**src/rtl/systolic_ctrl.sv**
```systemverilog
// systolic_ctrl: holds host-loaded A/B, streams skewed operands into a DIM x DIM output-stationary array, captures C and returns it one row per handshake (host: ld_*/start/busy/done/err/res_*, array: arr_*)
module systolic_ctrl #(
  parameter int DATA_W  = 16,
  parameter int DIM     = 3,
  parameter int TIMEOUT = 32
) (
  input  logic                        clk,
  input  logic                        rst,
  input  logic                        ld_en,
  input  logic                        ld_sel,
  input  logic [$clog2(DIM)-1:0]      ld_row,
  input  logic [DIM*DATA_W-1:0]       ld_data,
  input  logic                        start,
  output logic                        busy,
  output logic                        done,
  output logic                        err,
  output logic                        arr_rst_n,
  output logic [DIM*DATA_W-1:0]       arr_a,
  output logic [DIM*DATA_W-1:0]       arr_b,
  output logic                        arr_valid,
  input  logic [DIM*DIM*2*DATA_W-1:0] arr_c,
  input  logic                        arr_valid_out,
  output logic [DIM*2*DATA_W-1:0]     res_data,
  output logic [$clog2(DIM)-1:0]      res_row,
  output logic                        res_valid,
  output logic                        res_last,
  input  logic                        res_ready
);
  localparam int RW = $clog2(DIM);
  localparam int CW = $clog2(TIMEOUT + 2*DIM);
  localparam int RS = DIM*2*DATA_W;
  typedef enum logic [2:0] {S_IDLE, S_CLEAR, S_FEED, S_DRAIN, S_OUT} state_t;
  state_t                r_state;
  logic [CW-1:0]         r_cnt;
  logic [DATA_W-1:0]     r_a [DIM][DIM];
  logic [DATA_W-1:0]     r_b [DIM][DIM];
  logic [RS-1:0]         r_c [DIM];
  logic [CW-1:0]         w_cnt_nxt;
  logic [DIM*DATA_W-1:0] w_a;
  logic [DIM*DATA_W-1:0] w_b;
  logic                  w_cap;
  logic                  w_feed_end;
  assign busy       = r_state != S_IDLE;
  assign res_last   = res_valid && res_row == RW'(DIM-1);
  assign res_data   = res_valid ? r_c[res_row] : '0;
  assign w_feed_end = r_cnt == CW'(2*DIM-2);
  assign w_cap      = r_state == S_DRAIN && (arr_valid_out || r_cnt == CW'(TIMEOUT-1));
  // operands are registered one cycle ahead, so the skew is computed for the count about to be shown
  always_comb begin
    w_cnt_nxt = r_state == S_CLEAR ? '0 : r_cnt + 1'b1;
    w_a = '0;
    w_b = '0;
    for (int i = 0; i < DIM; i++)
      for (int k = 0; k < DIM; k++)
        if (CW'(i + k) == w_cnt_nxt) begin
          w_a[i*DATA_W +: DATA_W] = r_a[i][k];
          w_b[i*DATA_W +: DATA_W] = r_b[k][i];
        end
  end
  always_ff @(posedge clk) begin
    if (r_state == S_IDLE && ld_en)
      for (int k = 0; k < DIM; k++)
        if (ld_sel) r_b[ld_row][k] <= ld_data[k*DATA_W +: DATA_W];
        else r_a[ld_row][k] <= ld_data[k*DATA_W +: DATA_W];
    if (w_cap)
      for (int i = 0; i < DIM; i++) r_c[i] <= arr_c[i*RS +: RS];
  end
  always_ff @(posedge clk) begin
    if (rst) begin
      r_state   <= S_IDLE;
      r_cnt     <= '0;
      done      <= 1'b0;
      err       <= 1'b0;
      arr_rst_n <= 1'b0;
      arr_a     <= '0;
      arr_b     <= '0;
      arr_valid <= 1'b0;
      res_valid <= 1'b0;
      res_row   <= '0;
    end else begin
      done <= 1'b0;
      case (r_state)
        S_IDLE: begin
          arr_rst_n <= !start;
          if (start) begin
            err     <= 1'b0;
            r_state <= S_CLEAR;
          end
        end
        S_CLEAR: begin
          arr_rst_n <= 1'b1;
          arr_valid <= 1'b1;
          arr_a     <= w_a;
          arr_b     <= w_b;
          r_cnt     <= '0;
          r_state   <= S_FEED;
        end
        S_FEED: begin
          arr_valid <= !w_feed_end;
          arr_a     <= w_feed_end ? '0 : w_a;
          arr_b     <= w_feed_end ? '0 : w_b;
          r_cnt     <= w_feed_end ? '0 : w_cnt_nxt;
          r_state   <= w_feed_end ? S_DRAIN : S_FEED;
        end
        S_DRAIN: begin
          r_cnt <= r_cnt + 1'b1;
          if (w_cap) begin
            err       <= !arr_valid_out;
            res_valid <= 1'b1;
            res_row   <= '0;
            r_state   <= S_OUT;
          end
        end
        S_OUT: begin
          if (res_ready) begin
            res_row <= res_last ? '0 : res_row + 1'b1;
            if (res_last) begin
              res_valid <= 1'b0;
              done      <= 1'b1;
              r_state   <= S_IDLE;
            end
          end
        end
        default: r_state <= S_IDLE;
      endcase
    end
  end
endmodule

```
**config.mk**
```make
export PLATFORM = sky130hd
export DESIGN_NAME = systolic_ctrl
export DESIGN_NICKNAME = d
export VERILOG_FILES = /design/src/rtl/systolic_ctrl.sv
export SDC_FILE = /design/constraint.sdc
export NUM_CORES = 1
export LEC_CHECK = 0
export ABC_AREA = 1
export BUFFER_PORTS_ARGS = -buffer_cell sky130_fd_sc_hd__buf_2
export CORE_ASPECT_RATIO = 0.5
export CORE_UTILIZATION = 55
export DETAILED_ROUTE_END_ITERATION = 10
export MAX_ROUTING_LAYER = met4
export PLACE_DENSITY = 0.8
export REMOVE_ABC_BUFFERS = 1
export SYNTH_ARGS = -nofsm -noshare
export SYNTH_HDL_FRONTEND = slang
export SYNTH_SLANG_ARGS = --single-unit
```
**constraint.sdc**
```tcl
create_clock -name clk -period 9.8 [get_ports clk]
set_clock_uncertainty 0.2 [all_clocks]
set_input_delay 0.98 -clock clk [delete_from_list [all_inputs] [get_ports clk]]
set_output_delay 0.98 -clock clk [all_outputs]
set_load 0.02 [all_outputs]
```
==> run_results.csv, run 1 <==
group,metric,value,unit
status,status,"completed",
routing,drt-initial-drc-count,1897,
clock_network,cts_tree,"built",
cells_and_area,drive_gt1_frac,0.275,
hold_path,hp-class,"reg -> reg",
yosys,ys_seq_elements,690,
clock_network,clk_pin_slew_worst_paths,70,ps
sta,hold_viol_final,0,
global_routing,grt_pass1_wl,105,mm
global_routing,grt_max_degree,218,
place,dp_hpwl,43.4,mm
die,chipWidth,319,microns
power_and_ir_drop,p_sw,2.58,mW
yosys,yosys-top-cells-count,"576 x edfxtp_1, 318 x nand3_1, 305 x nand2_1, 291 x inv_1, 203 x a21oi_1",
die,start_util,0.563,
die,floorplan.rows,57,
sta,setup_viol,0,
global_routing,antenna_found_initial,31,
setup_path,cp_max_fo,52,
yosys,synth_top_area_frac,0.626,
routing,vias,19100,
yosys,synth.avg_cell_area,12.1,sq um
yosys,synth-edff-count,576,
setup_path,reg2reg_from,"r_cnt[0]",
power_and_ir_drop,irDropWorstVdd,0.000230,V
power_and_ir_drop,clkPwrFrac,0.292,
routing,vias_per_cell,5.47,
yosys,ys_warn_count,0,
clock_network,cts_setup_buffers,0,
power_and_ir_drop,combinationalPowerShare,0.255,
clock_network,numCtsBuffers,56,
power_and_ir_drop,intPower,5.36,mW
routing,drt-pass1-iter-count,6,
yosys,synth-async-reset-ratio,0,
sta,worst_slew_margin_rel,0.204,
cells_and_area,fin_nets,3106,
cells_and_area,final_cell_count_no_fill,3488,
setup_path,cp.required,8620,ps
setup_path,crit_type,"reg -> out",
routing,routed_wl,70.7,mm
yosys,synth.area.top_cells,"edfxtp_1 63%, dfxtp_1 8.3%, nand3_1 5.8%",
sta,tns,0,ps
clock_network,cts-root-buf,"clkbuf_16",
clock_network,clock_path_buffers,3,
yosys,netlist_area,27600,sq um
yosys,synth_flop_cell,"edfxtp_1",
sta,final_max_slew_viol_count,0,
yosys,netlist-cell-type-count,30,
cells_and_area,final_util,0.665,
flow_run,drv_cap,0,
die,die_h,160,microns
routing,routedWlPerCell,20.3,microns
yosys,yosys.area.top_type,"edfxtp_1",
routing,drtAntennaViolNets,0,
setup_path,endpoint_kind,"output port",
setup_path,cp-start-kind,"flop",
power_and_ir_drop,powerDensity,243,nW/um^2
clock_network,clock_sinks,690,
sta,fin_crit,4240,ps
hold_path,min_from,"arr_a[34]",
sta,rsz0062_at_grt,"false",
yosys,synthCells,2278,
die,io_pins,546,
setup_path,crit_arrival,3060,ps
cells_and_area,synthToLayoutAreaGrowth,18.2,%
sta,fmax,236,MHz
routing,route.detailed.drc,0,
yosys,post-synth-top-count-cell,"edfxtp_1",
yosys,ys_seq_area_frac,0.709,
global_routing,grt-ovfl-total,0,
die,dieArea,51200,sq um
power_and_ir_drop,p_leak,13.9,nW
clock_network,htree_levels,2,
place,portBuffers,545,
place,placed_cells,3350,
global_routing,grt_pass1_vias,18400,
global_routing,grt_usage,0.277,
clock_network,worstSkewPairLatency,630,ps
power_and_ir_drop,power_frac_seq,0.452,
place,gp_congestion,0.930,
power_and_ir_drop,sw_frac_of_total,0.325,
die,core_area,49100,sq um
clock_network,cts_resized,0,
clock_network,cts_hold_buf,0,
sta,worst_slew_pin_slew,1190,ps
sta,finalCritPeriodShare,0.433,
-- placed cells by master (no fill, tap or decap), drive strengths merged, types with 3 or more instances in the layout --
cell,instances
inv,296
a21oi,203
nand4,3
nor3,8
nand2,307
buf,566
diode,33
nand3b,77
edfxtp,576
nor2,23
nand3,319
mux2,96
o21ai,104
clkbuf,80
dfxtp,114
bufinv,5
clkinv,18
a31oi,3
-- per-layer routing --
| layer | global-route usage | wire, microns | part of all wire |
|---|---|---|---|
| met3 | 0.0504 | 5040 | 0.071 |
| met2 | 0.454 | 35800 | 0.51 |
| met1 | 0.335 | 27100 | 0.38 |
| met4 | 0.135 | 2700 | 0.038 |
| met5 | - | 0 | 0 |
-- worst max-delay path, cell delays in order (launching register included) --
cell     delay, ps
dfxtp_4        770
buf_4          720
mux2_2         410
o21ai_0        220
inv_1           80
buf_2          170
-- power groups by stage --
stage	clock [mW]	combinational, mW	sequential (mW)
floorplan	0	1.12	3.82
global placement	0	1.96	3.64
detailed placement	0	2.01	3.65
CTS	2.34	2.02	3.59
global route	2.46	2.22	3.61
finish	2.32	2.03	3.59
-- sequential cells by signal (all words and copies together) (netlist names), named ones only --
signal,count
done,1
r_cnt,6
r_c,288
r_state,3
arr_valid,1
arr_a,48
res_row,2
r_b,144
res_valid,1
arr_rst_n,1
err,1
arr_b,48
r_a,144
-- path summary, 6_finish.rpt --
path	to	slack (ps)	cells past startpoint
max	res_data[7]	5560	5
min	arr_a[34]	260	2
max reg2reg	arr_a[32]	5920	12
min reg2reg	arr_a[34]	260	2
-- layout make-up --
class	instances	area, sq um
flip-flops and latches	690	19600
fillers	3570	16400
multi-input cells	1149	6260
repair buffers	566	2900
clock buffers	80	1600
inverters	296	1120
well taps	649	812
clock inverters	25	287
diodes	33	82.6
-- kinds of logic (layout without fill, tap and decap cells) --
logic type               after synthesis  in the layout  synth area share
AO/OA/AOI/OAI                        313            313            0.0572
adder cells (fa/ha/maj)                2              2          0.000906
buffers and inverters                439            967            0.0664
AND/OR/NAND/NOR                      738            738             0.127
other                                  0             33                 0
multiplexers                          96             96            0.0391
flip-flops                           690            690             0.709
-- metrics by stage --
stage | setup slack (ps) | hold slack [ps] | total power [mW] | instance area [sq um]
2_1_floorplan | 1300 | 266 | 4.94 | 26900
3_3_place_gp | 6040 | 251 | 5.60 | 30700
3_5_place_dp | 5980 | 253 | 5.66 | 30700
4_1_cts | 5510 | 264 | 7.96 | 32600
5_1_grt | 5340 | 280 | 8.30 | 32600
6_report | 5560 | 265 | 7.94 | 32600
(Power assumes the default switching activity.)
==> run 2, diff against run 1 <==
==> constraint.sdc (replaced) <==
create_clock -name clk -period 4.4 [get_ports clk]
set_clock_uncertainty 0.2 [all_clocks]
set_input_delay 0.44 -clock clk [delete_from_list [all_inputs] [get_ports clk]]
set_output_delay 0.44 -clock clk [all_outputs]
set_load 0.02 [all_outputs]
==> run 2 against run 1 <==
Against the previous run: core utilization grew 7.0 points; global-route usage grew 5.2 points; sequential cell count is the same; first-iteration DRC count grew 49%; sequential power grew 120%; cell count grew 9.6%; critical path depth is the same; clock power grew 120%; power grew 130%; non-clock buffer count grew 351; via count grew 13%; critical endpoint is now res_data[94].
==> run_results.csv, run 2 (synthesized netlist as in run 1, its figures left out) <==
group,metric,value,unit
status,status,"completed",
flow_run,drv_cap,0,
clock_network,worstSkewPairLatency,610,ps
die,chipWidth,319,microns
sta,worst_slew_margin_rel,0.210,
die,start_util,0.563,
setup_path,cp-start-kind,"flop",
routing,route.detailed.drc,0,
setup_path,endpoint_kind,"output port",
place,placed_cells,3362,
global_routing,grt_pass1_vias,21400,
clock_network,htree_levels,2,
sta,fmax,278,MHz
power_and_ir_drop,total_power,18.1,mW
cells_and_area,fin_nets,3458,
cells_and_area,layout.cells.most_common,"edfxtp_1",
sta,tns,0,ps
setup_path,cp_max_fo,48,
clock_network,clock_path_buffers,3,
die,dieArea,51200,sq um
routing,vias,21600,
setup_path,path_cells,"buf_4 -> mux2_2 -> o21ai_0 -> inv_1 -> buf_2",
clock_network,cts_resized,0,
sta,hold_viol_final,0,
setup_path,reg2reg_slack,1170,ps
clock_network,cts_tree,"built",
setup_path,ff2ff_path_depth,10,
sta,holdWs,102,ps
power_and_ir_drop,irDropWorstVdd,0.000489,V
cells_and_area,drive_gt1_frac,0.247,
sta,fin_crit,3590,ps
routing,vias_per_cell,5.65,
clock_network,cts_hold_buf,339,
cells_and_area,regMostFlops,"r_c",
hold_path,min_from,"rst",
setup_path,slowest_stage,"dfxtp_4",
power_and_ir_drop,p_leak,15.4,nW
place,dp_hpwl,43.5,mm
setup_path,crit_arrival,2950,ps
global_routing,grt-ovfl-total,0,
cells_and_area,mostFrequentLayoutCells,"576 x edfxtp_1, 544 x buf_2, 339 x dlygate4sd3_1",
routing,routed_wl,84.0,mm
power_and_ir_drop,powerDensity,501,nW/um^2
global_routing,grt_usage,0.329,
place,dpl_cell_area,30800,sq um
die,io_pins,546,
sta,final_max_slew_viol_count,0,
cells_and_area,nFillCells,2869,
place,gp_congestion,0.901,
sta,finalCritPeriodShare,0.817,
cells_and_area,reg_top3,"r_c: 288 flops, r_a: 144 flops, r_b: 144 flops",
sta,setup_viol,0,
clock_network,cts-root-buf,"clkbuf_16",
routing,routedWlPerCell,22.0,microns
setup_path,reg2reg_to,"arr_b[37]",
cells_and_area,seq_area,19600,sq um
clock_network,clock_sinks,690,
die,floorplan.rows,57,
place,portBuffers,545,
cells_and_area,final_util,0.735,
global_routing,grt_pass1_wl,124,mm
place,dp_slack,1310,ps
cells_and_area,multiInputGateArea,6250,sq um
setup_path,cp.required,3760,ps
clock_network,cts_setup_buffers,0,
die,core_area,49100,sq um
cells_and_area,largest_reg_flops,288,
routing,drt-initial-drc-count,2826,
sta,rsz0062_at_grt,"false",
setup_path,reg2reg_from,"r_cnt[0]",
hold_path,hp-class,"in -> reg",
routing,drtAntennaViolNets,0,
routing,drt-pass1-iter-count,7,
clock_network,clk_pin_slew_worst_paths,70,ps
setup_path,max_stage_delay,830,ps
cells_and_area,final_cell_count_no_fill,3823,
cells_and_area,fin_area,36100,sq um
setup_path,endpoint,"res_data[94]",
clock_network,numCtsBuffers,57,
global_routing,antenna_found_initial,14,
sta,worst_slew_pin_slew,1180,ps
die,die_h,160,microns
setup_path,crit_type,"reg -> out",
global_routing,grt_max_degree,122,
cells_and_area,synthToLayoutAreaGrowth,30.6,%
sta,worst_slack,807,ps
-- run 2: layer usage --
layer	vias to the layer above	GRT usage	part of all wire
met4	0	0.190	0.061
met3	358	0.0648	0.083
met1	10300	0.374	0.35
li1	9577	-	-
met5	-	-	0
met2	1337	0.549	0.50
-- run 2: cell type report --
type / instances / share of cell area
Clock inverter: 33 / 0.00857
Timing Repair Buffer: 917 / 0.178
Antenna cell: 15 / 0.00104
Clock buffer: 74 / 0.0424
Multi-Input combinational cell: 1149 / 0.173
Sequential cell: 690 / 0.543
Inverter: 296 / 0.0310
Tap cell: 649 / 0.0225
-- run 2: how the worst min path moves through the flow --
stage | endpoint | slack (ps) | cells after the start
final | arr_a[13] | 100 | 2
after global routing | arr_valid | 110 | 2
after CTS | arr_valid | 70 | 2
after detailed placement | arr_b[8] | 250 | 2
after global placement | arr_a[16] | 250 | 2
after floorplan | r_cnt[5] | 270 | 2
-- run 2: critical path: cells and delay by family (launching register included) --
family | cells | cell delay (ps)
buf+inv | 3 | 750
compound gates | 1 | 320
flops | 1 | 830
mux | 1 | 390
-- run 2: power breakdown --
part           total [mW]  switching, mW  leakage [nW]  internal (mW)
Sequential           8.01          0.317          6.13           7.70
Combinational        4.92           3.28          8.35           1.64
Clock                5.13           2.42         0.897           2.71
Total                18.1           6.02          15.4           12.0
==> run 3, diff against run 2 <==
--- a/config.mk
+++ b/config.mk
@@ -5,13 +5,13 @@
 export SDC_FILE = /design/constraint.sdc
 export NUM_CORES = 1
 export LEC_CHECK = 0
-export ABC_AREA = 1
+export ABC_AREA = 0
 export BUFFER_PORTS_ARGS = -buffer_cell sky130_fd_sc_hd__buf_2
 export CORE_ASPECT_RATIO = 0.5
-export CORE_UTILIZATION = 55
+export CORE_UTILIZATION = 54
 export DETAILED_ROUTE_END_ITERATION = 10
 export MAX_ROUTING_LAYER = met4
-export PLACE_DENSITY = 0.8
+export PLACE_DENSITY = 0.79
 export REMOVE_ABC_BUFFERS = 1
 export SYNTH_ARGS = -nofsm -noshare
 export SYNTH_HDL_FRONTEND = slang
==> constraint.sdc (replaced) <==
create_clock -name clk -period 3.4 [get_ports clk]
set_clock_uncertainty 0.2 [all_clocks]
set_input_delay 0.34 -clock clk [delete_from_list [all_inputs] [get_ports clk]]
set_output_delay 0.34 -clock clk [all_outputs]
set_load 0.02 [all_outputs]
==> run 3 against run 2 <==
Against the previous run: combinational power fell by 71%; first-iteration DRC count fell by 23%; via count fell by 16%; core utilization rose by 1.4 points; register-to-register slack got worse by 910 ps; die area fell by 6.8%; routed wire length fell by 11%; sequential share of layout area rose by 3.0 points; non-clock buffer count rose by 12; clock-buffer cell count rose by 2; setup slack got worse by 550 ps; synthesized cell count fell by 28%; largest power group unchanged.
==> run_results.csv, run 3 <==
group,metric,value,unit
die,dieArea,47700,sq um
power_and_ir_drop,total_power,17.5,mW
yosys,netlist-cell-type-count,37,
yosys,synth.avg_cell_area,15.4,sq um
global_routing,grt_pass1_wl,109,mm
cells_and_area,synthToLayoutAreaGrowth,35.4,%
die,die_h,155,microns
clock_network,cts_resized,0,
clock_network,clock_sinks,690,
clock_network,clk_pin_slew_worst_paths,70,ps
routing,routedWlPerCell,23.3,microns
hold_path,hp-class,"in -> reg",
cells_and_area,layout.cells.most_common,"edfxtp_1",
setup_path,cp-start-kind,"flop",
setup_path,cp_max_fo,34,
cells_and_area,largest_reg_flops,288,
yosys,netlist_area,25300,sq um
place,portBuffers,545,
global_routing,grt_max_degree,132,
yosys,synth.area.top_cells,"edfxtp_1 68%, dfxtp_1 9.0%, mux2i_1 6.3%",
die,start_util,0.553,
status,status,"completed",
yosys,synth_top_area_frac,0.685,
sta,setup_viol,0,
routing,drtAntennaViolNets,0,
setup_path,crit_arrival,3500,ps
die,floorplan.rows,55,
yosys,ys_seq_elements,690,
clock_network,cts-root-buf,"clkbuf_16",
sta,fin_crit,3140,ps
clock_network,worstSkewPairLatency,620,ps
routing,vias_per_cell,5.64,
power_and_ir_drop,p_leak,12.6,nW
setup_path,crit_type,"reg -> reg",
sta,fmax,318,MHz
clock_network,clock_path_buffers,3,
yosys,yosys-top-cells-count,"576 x edfxtp_1, 165 x o21ai_0, 160 x mux2i_1, 139 x nand2_1, 114 x dfxtp_1",
power_and_ir_drop,irDropWorstVdd,0.000444,V
sta,worst_slew_margin_rel,0.262,
clock_network,numCtsBuffers,56,
cells_and_area,fin_nets,2876,
yosys,synth_flop_cell,"edfxtp_1",
clock_network,cts_tree,"built",
sta,final_max_slew_viol_count,0,
global_routing,grt_pass1_vias,18500,
yosys,ys_warn_count,0,
yosys,yosys.area.top_type,"edfxtp_1",
die,chipWidth,308,microns
routing,routed_wl,74.8,mm
place,dpl_cell_area,28900,sq um
routing,route.detailed.drc,0,
sta,hold_viol_final,0,
die,io_pins,546,
die,core_area,45700,sq um
yosys,synth-edff-count,576,
place,dp_hpwl,40.8,mm
cells_and_area,reg_top3,"r_c: 288 flops, r_a: 144 flops, r_b: 144 flops",
clock_network,cts_setup_buffers,0,
yosys,synth-async-reset-ratio,0,
sta,finalCritPeriodShare,0.924,
cells_and_area,regMostFlops,"r_c",
sta,worst_slew_pin_slew,1110,ps
cells_and_area,fin_area,34200,sq um
global_routing,grt_usage,0.313,
power_and_ir_drop,powerDensity,511,nW/um^2
clock_network,htree_levels,2,
global_routing,grt-ovfl-total,0,
flow_run,drv_cap,0,
global_routing,antenna_found_initial,7,
yosys,ys_seq_area_frac,0.775,
sta,rsz0062_at_grt,"false",
routing,drt-initial-drc-count,2171,
place,gp_congestion,0.892,
setup_path,cp.required,3760,ps
setup_path,endpoint_kind,"flop",
routing,drt-pass1-iter-count,6,
cells_and_area,drive_gt1_frac,0.266,
cells_and_area,mostFrequentLayoutCells,"576 x edfxtp_1, 545 x buf_2, 345 x dlygate4sd3_1",
routing,vias,18100,
yosys,synthCells,1637,
yosys,post-synth-top-count-cell,"edfxtp_1",
## run 3: cell type report
type,instances,area [sq um]
diodes,6,15.0
clock buffers,76,1540
clock inverters,27,302
fillers,2584,11500
inverters,8,30.0
multi-input cells,844,5340
flip-flops and latches,690,19600
well taps,627,785
repair buffers,929,6610
## run 3: what timing repair did
action                                 in CTS  in global routing
setup endpoints to repair                   0                  0
hold buffers                              345                  0
endpoints found under the hold margin     597                  0
## run 3: logic make-up after synthesis
logic type               synth area share
flip-flops                          0.775
AO/OA/AOI/OAI                      0.0796
AND/OR/NAND/NOR                    0.0636
multiplexers                       0.0634
buffers and inverters              0.0169
XOR/XNOR                         0.000693
adder cells (fa/ha/maj)          0.000990
## run 3: worst paths after layout
| path | depth (start not counted) | slack [ps] | startpoint | endpoint |
|---|---|---|---|---|
| setup / recovery | 8 | 260 | r_cnt[1] | err |
| setup reg to reg | 8 | 260 | r_cnt[1] | err |
| hold reg to reg | 2 | 250 | arr_b[29] | arr_b[29] |
| hold / removal | 3 | 100 | ld_row[1] | r_b[1][8] |
## run 3: where the power goes
| part | leakage, nW | total [mW] | switching [mW] | internal, mW |
|---|---|---|---|---|
| Clock | 0.897 | 6.60 | 3.03 | 3.57 |
| Sequential | 6.13 | 9.45 | 0.105 | 9.34 |
| Combinational | 5.58 | 1.43 | 0.785 | 0.642 |
## run 3: critical path, stage by stage, from the launching register on
cell and delay (ps):
dfxtp_1 440, ha_1 290, and3_1 210, a31oi_1 150
nor3_2 350, buf_4 450, o21ai_0 150, nor3b_1 230
dlygate4sd3_1 600
## run 3: metal layers
layer | vias to the layer above | wire (microns) | GRT usage
met5 | - | 0 | -
met1 | 8856 | 26100 | 0.347
li1 | 7934 | - | -
met2 | 987 | 38800 | 0.541
met4 | 0 | 4450 | 0.170
met3 | 310 | 5410 | 0.0563
## run 3: metrics by stage
stage,TNS (ps),setup WS [ps],utilization,cells,hold slack (ps)
after global routing,0,153,0.749,3207,99.7
after CTS,0,382,0.748,3201,87.0
after floorplan,-7300930,-21070,-,1542,209
after detailed placement,0,748,0.633,2753,241
after global placement,0,810,0.633,2753,231
final,0,259,0.749,3207,102
